`src/rtl/physical_transmitter.sv`:
```
// QPSK framer/modulator: SOF preamble + payload symbols mapped to signed 12-bit I/Q,
// each symbol held for SPS samples (rectangular NRZ). Output word is {I, Q}.
module physical_transmitter #(
  parameter int unsigned        SPS         = 8,
  parameter logic signed [11:0] AMP         = 12'sd1024,
  parameter int unsigned        PAYLOAD_LEN = 63,
  parameter int unsigned        GAP_SYMS    = 0
) (
  input  logic        clk,
  input  logic        rst,
  input  logic        in_valid,
  input  logic [1:0]  in_data,
  output logic        in_ready,
  output logic [23:0] out_data,
  output logic        out_valid,
  input  logic        out_ready,
  output logic        busy,
  output logic        underflow
);

  localparam int unsigned CntW   = (SPS > 1) ? $clog2(SPS) : 1;
  localparam logic [25:0] SofI   = 26'h3278428;
  localparam logic [25:0] SofQ   = 26'h272d17d;
  localparam logic [11:0] PosAmp = AMP;
  localparam logic [11:0] NegAmp = 12'(-AMP);

  typedef enum logic [1:0] {StIdle, StSof, StPayload, StGap} state_e;

  state_e            state_q, state_d;
  logic [CntW-1:0]   sample_cnt_q, sample_cnt_d;
  logic [6:0]        sym_cnt_q, sym_cnt_d;
  logic [23:0]       out_data_q, out_data_d;
  logic              out_valid_q;
  logic              busy_q;
  logic              underflow_q, underflow_d;

  logic       xfer, last_sample, boundary;
  logic       sof_last, pay_last, gap_last, next_is_payload, frame_end;
  logic [4:0] sof_idx;
  logic [1:0] sym;

  assign xfer            = out_valid_q & out_ready;
  assign last_sample     = (sample_cnt_q == CntW'(SPS - 1));
  assign boundary        = xfer & last_sample;
  assign sof_last        = (sym_cnt_q == 7'd25);
  assign pay_last        = (sym_cnt_q == 7'(PAYLOAD_LEN - 1));
  assign gap_last        = (sym_cnt_q == 7'(GAP_SYMS - 1));
  assign next_is_payload = ((state_q == StSof) & sof_last) | ((state_q == StPayload) & ~pay_last);
  // Reset in the same cycle suppresses the fetch so nothing is consumed.
  assign in_ready        = boundary & next_is_payload & ~rst;

  always_comb begin
    state_d      = state_q;
    sample_cnt_d = sample_cnt_q;
    sym_cnt_d    = sym_cnt_q;
    out_data_d   = out_data_q;
    underflow_d  = 1'b0;
    frame_end    = 1'b0;
    sof_idx      = 5'd0;
    sym          = 2'b00;

    if (xfer) begin
      sample_cnt_d = last_sample ? '0 : sample_cnt_q + 1'b1;
    end

    if (boundary) begin
      sym_cnt_d = sym_cnt_q + 7'd1;
      unique case (state_q)
        StIdle: begin
          sym_cnt_d = 7'd0;
          if (in_valid) state_d = StSof;
        end
        StSof: begin
          if (sof_last) begin
            state_d   = StPayload;
            sym_cnt_d = 7'd0;
          end
        end
        StPayload: frame_end = pay_last;
        StGap:     frame_end = gap_last;
        default:   state_d = StIdle;
      endcase

      if (frame_end) begin
        sym_cnt_d = 7'd0;
        if ((GAP_SYMS != 0) && (state_q == StPayload)) state_d = StGap;
        else if (in_valid)                             state_d = StSof;
        else                                           state_d = StIdle;
      end

      // Entering or staying in payload is always a fetch slot.
      unique case (state_d)
        StSof: begin
          sof_idx    = 5'(7'd25 - sym_cnt_d);
          out_data_d = {SofI[sof_idx] ? PosAmp : NegAmp, SofQ[sof_idx] ? PosAmp : NegAmp};
        end
        StPayload: begin
          sym         = in_valid ? in_data : 2'b00;
          underflow_d = ~in_valid;
          out_data_d  = {sym[1] ? NegAmp : PosAmp, sym[0] ? NegAmp : PosAmp};
        end
        default: out_data_d = 24'd0;
      endcase
    end
  end

  always_ff @(posedge clk) begin
    if (rst) begin
      state_q      <= StIdle;
      sample_cnt_q <= '0;
      sym_cnt_q    <= 7'd0;
      out_data_q   <= 24'd0;
      out_valid_q  <= 1'b0;
      busy_q       <= 1'b0;
      underflow_q  <= 1'b0;
    end else begin
      state_q      <= state_d;
      sample_cnt_q <= sample_cnt_d;
      sym_cnt_q    <= sym_cnt_d;
      out_data_q   <= out_data_d;
      out_valid_q  <= 1'b1;
      busy_q       <= (state_d != StIdle);
      underflow_q  <= underflow_d;
    end
  end

  assign out_data  = out_data_q;
  assign out_valid = out_valid_q;
  assign busy      = busy_q;
  assign underflow = underflow_q;

endmodule

```
`config.mk`:
```
export PLATFORM = sky130hd
export DESIGN_NAME = physical_transmitter
export DESIGN_NICKNAME = d
export VERILOG_FILES = /design/src/rtl/physical_transmitter.sv
export SDC_FILE = /design/constraint.sdc
export NUM_CORES = 1
export LEC_CHECK = 0
export ABC_AREA = 1
export BUFFER_PORTS_ARGS = -buffer_cell sky130_fd_sc_hd__buf_2
export CELL_PAD_IN_SITES_DETAIL_PLACEMENT = 0
export CELL_PAD_IN_SITES_GLOBAL_PLACEMENT = 1
export CORE_ASPECT_RATIO = 0.6
export CORE_UTILIZATION = 30
export DETAILED_ROUTE_END_ITERATION = 10
export GPL_TIMING_DRIVEN = 0
export PLACE_DENSITY_LB_ADDON = 0.1
export SETUP_SLACK_MARGIN = 0.5
export SYNTH_ARGS = -nofsm -noshare
export SYNTH_HDL_FRONTEND = slang
export SYNTH_SLANG_ARGS = --single-unit
export TNS_END_PERCENT = 10
```
`constraint.sdc`:
```
create_clock -name clk -period 5.1 [get_ports clk]
set_input_delay 0.51 -clock clk [delete_from_list [all_inputs] [get_ports clk]]
set_output_delay 0.51 -clock clk [all_outputs]
set_load 0.01 [all_outputs]
```
==> metrics.md <==
| Metric | Value |
|---|---|
| H-tree depth | 1 |
| CTS buffer count | 3 |
| Min Hold Slack | 0.473 ns |
| DRC viols | 0 |
| CP Class | reg -> reg |
| Starting Density | 32.3% |
| GRT Util Overall | 15.0% |
| Sequential area share after synthesis | 26.4% |
| Initial antenna violation count | 0 |
| Seq cells post-synth | 18 |
| Worst Skew | 0.00827 ns |
| CP Cell Sequence | inv_1 > ha_1 > inv_1 > nor2_1 > nand2_1 > nand2_1 > nand3_2 > nand2_1 > inv_1 > nand2_1 > ha_1 > inv_1 > nand4_1 > nand2_1 > inv_1 > nand2_1 > nand2_1 > nand2_1 > nand3_1 > nand2_1 > nand2_1 > nand2_1 |
| Worst EP arrival | 2.97 ns |
| Status | completed |
| Worst setup margin | 2.28 ns |
| Vias in the first global route | 1053 |
| Syn_area_per_cell | 6.94 um^2 |
| TritonRoute pass-1 iters | 4 |
| Max cap viols | 0 |
| Worst-path clk slew | 0.08 ns |
| Hpwl dp | 2530 um |
| Final cycle utilization of the critical path | 55.3% |
| CP Capture Type | flop |
| Critical Path Stages | 22 |
| Worst VDD drop | 0.108 mV |
| IO buf count | 13 |
| # fillers | 480 |
| Mapped Cells | 197 |
| Chip Height | 54.3 um |
| Max Clock Freq | 0.354 GHz |
| CTS sink count | 18 |
| Core box area | 0.00423 mm^2 |
| Worst Path Buf+Inv | 5 |
| Grt total ovfl | 0 |
| Fraction of layout cells with a size suffix above 1 | 21.5% |
| Fin nets | 248 |
| Vias per cell | 4.16 |
| Worst-Skew Late Latency | 0.26 ns |
| Largest delay share family, worst path | simple AND/OR/NAND/NOR gates |
| Area Growth Syn to Fin | 19.5% |
| Worst path required time | 5.25 ns |
| Ys flop type | dfxtp_1 |
| Setup TNS | 0 ns |
| Drt wl/cell | 10.7 um |
| Num ports | 34 |
| Die ar. | 0.00484 mm^2 |
| # hold bufs at CTS | 0 |
| Hold WC Path Type | in -> reg |
| Mapped Area | 0.00137 mm^2 |
| Drt initial violations | 31 |
| Cell repeated most along the worst path | nand2_1 |
| # diodes | 0 |
| Slew Limit Fails | 0 |
| Pwr dens | 180 mW/mm^2 |
| Setup Buffers After CTS | 0 |
| Async SR Flop Fraction | 0% |
| CTS Buffer Depth | 2 |
| Slowest library cell on the worst path | dfxtp_1 |
| Final count of hold timing violations | 0 |
| CP startpoint kind | flop |
| Antenna-violating nets left | 0 |
| Post-synth EDFFs | 0 |
| Synth cell types | 30 |
| Final setup viols | 0 |
| RePlAce Congestion | 0.719 |
| Multi-input gate area | 782 um^2 |
| Post-layout total power | 0.295 mW |
| Reg2Reg Depth | 22 |
| Root Driver | clkbuf_8 |
| RSZ-0062 raised after global routing | no |
| Worst Hold Depth | 2 |
| Leak pwr | 0.875 nW |
| Max incr delay on CP | 0.47 ns |
| Die X | 89.1 um |
| Final wirelength | 3130 um |
| Warnings, synthesis | 0 |
| Pre-CTS setup slack | 2.33 ns |
| TritonCTS clock tree | built |
| # resized after CTS | 0 |
| Worst-path fanout max | 7 |
| Rows | 18 |
| Detailed-route via count | 1219 |
| First-pass GRT wire length | 5300 um |
| Min Tclk post-route | 2.82 ns |
| Largest net degree at the start of global routing | 11 |
| FF/Latch Area | 360 um^2 |
-- worst reg2reg max path, stage by stage (launching register included) --
cell,delay (ns)
dfxtp_1,0.47
inv_1,0.18
ha_1,0.23
inv_1,0.06
nor2_1,0.04
nand2_1,0.08
nand2_1,0.08
nand3_2,0.12
nand2_1,0.14
inv_1,0.13
nand2_1,0.09
ha_1,0.38
inv_1,0.09
nand4_1,0.13
nand2_1,0.06
inv_1,0.05
nand2_1,0.04
nand2_1,0.05
nand2_1,0.05
nand3_1,0.08
nand2_1,0.06
nand2_1,0.05
nand2_1,0.05
-- synth_stat cells, types with 3 or more instances --
| master | instances | area share, % |
|---|---|---|
| ha_1 | 8 | 7.3 |
| o22ai_1 | 5 | 2.3 |
| nand2_2 | 3 | 1.4 |
| buf_4 | 21 | 12 |
| nand2_1 | 49 | 13 |
| dfxtp_1 | 18 | 26 |
| nand3_1 | 14 | 5.1 |
| xor2_1 | 3 | 1.9 |
| nand4_1 | 6 | 2.7 |
| nor2_1 | 12 | 3.3 |
| a21oi_1 | 6 | 2.2 |
| inv_1 | 28 | 7.7 |
-- kinds of logic (layout without fill, tap and decap cells) --
logic type | after synthesis | in the layout | share of synthesized area, %
compound gates | 19 | 19 | 9.80
xor+xnor | 3 | 3 | 1.92
buf+inv | 53 | 70 | 21.6
simple gates | 95 | 95 | 32.7
fa+ha+maj | 8 | 8 | 7.33
flops | 18 | 18 | 26.4
other cells | 1 | 20 | 0.274
-- area by class of cell --
cell class,count,area share [%]
plain buffers,23,11.2
multi-input cells,145,47.9
inverters,30,6.90
clock buffers,4,3.37
flip-flops and latches,18,22.1
well taps,60,4.60
repair buffers,13,3.98
-- path summary, 6_finish.rpt --
check                                               start  slack, ns                   endpoint
worst max-delay path            sym_cnt_q[0]$_SDFFE_PP0P_       2.28  out_data[11]$_SDFFE_PP0P_
worst min register to register  out_data[11]$_SDFFE_PP0P_       0.48  out_data[11]$_SDFFE_PP0P_
worst min-delay path                             in_valid       0.47       underflow$_SDFF_PP0_
worst max register to register  sym_cnt_q[0]$_SDFFE_PP0P_       2.28  out_data[11]$_SDFFE_PP0P_
-- metal layers --
layer / global-route usage (%) / share of wire (%) / vias up
met1: 24.9 / 62 / 507
met5: 0 / 0 / -
met2: 17.7 / 32 / 35
met3: 4.22 / 5.9 / 4
met4: 3.17 / 0.58 / 0
li1: - / - / 673
-- flip-flops by register name, indices dropped and copies added (netlist names) --
name,count
underflow,1
sym_cnt_q,7
busy,1
out_valid,1
sample_cnt_q,3
state_q,2
out_data,3
-- placed cells by master, fill, tap and decap left out, types with 2 or more instances in the layout --
cell       instances
o2111ai_1          2
o21ai_0            2
nor3_1             2
buf_2             13
inv_1             28
nand3_2            2
nor2_1            12
clkinv_1           2
conb_1            20
ha_1               8
nand2_2            3
nand2_1           49
nand4_1            6
nor2_2             2
buf_4             21
clkbuf_8           5
xor2_1             3
a21oi_1            6
o22ai_1            5
dfxtp_1           18
nand3_1           14
-- metrics by stage --
step,std cells,area (um^2),util [%]
6_report,293,1630,38.6
5_1_grt,293,1630,38.6
4_1_cts,293,1630,38.6
3_5_place_dp,289,1580,37.3
3_3_place_gp,289,1580,37.3
2_1_floorplan,216,1440,-
-- report_power, final --
group | internal (mW) | switching [mW]
logic | 0.0142 | 0.0159
clock network | 0.0687 | 0.0522
registers | 0.142 | 0.00114
total | 0.225 | 0.0692
Note: power is estimated with default switching activity, not from simulation.
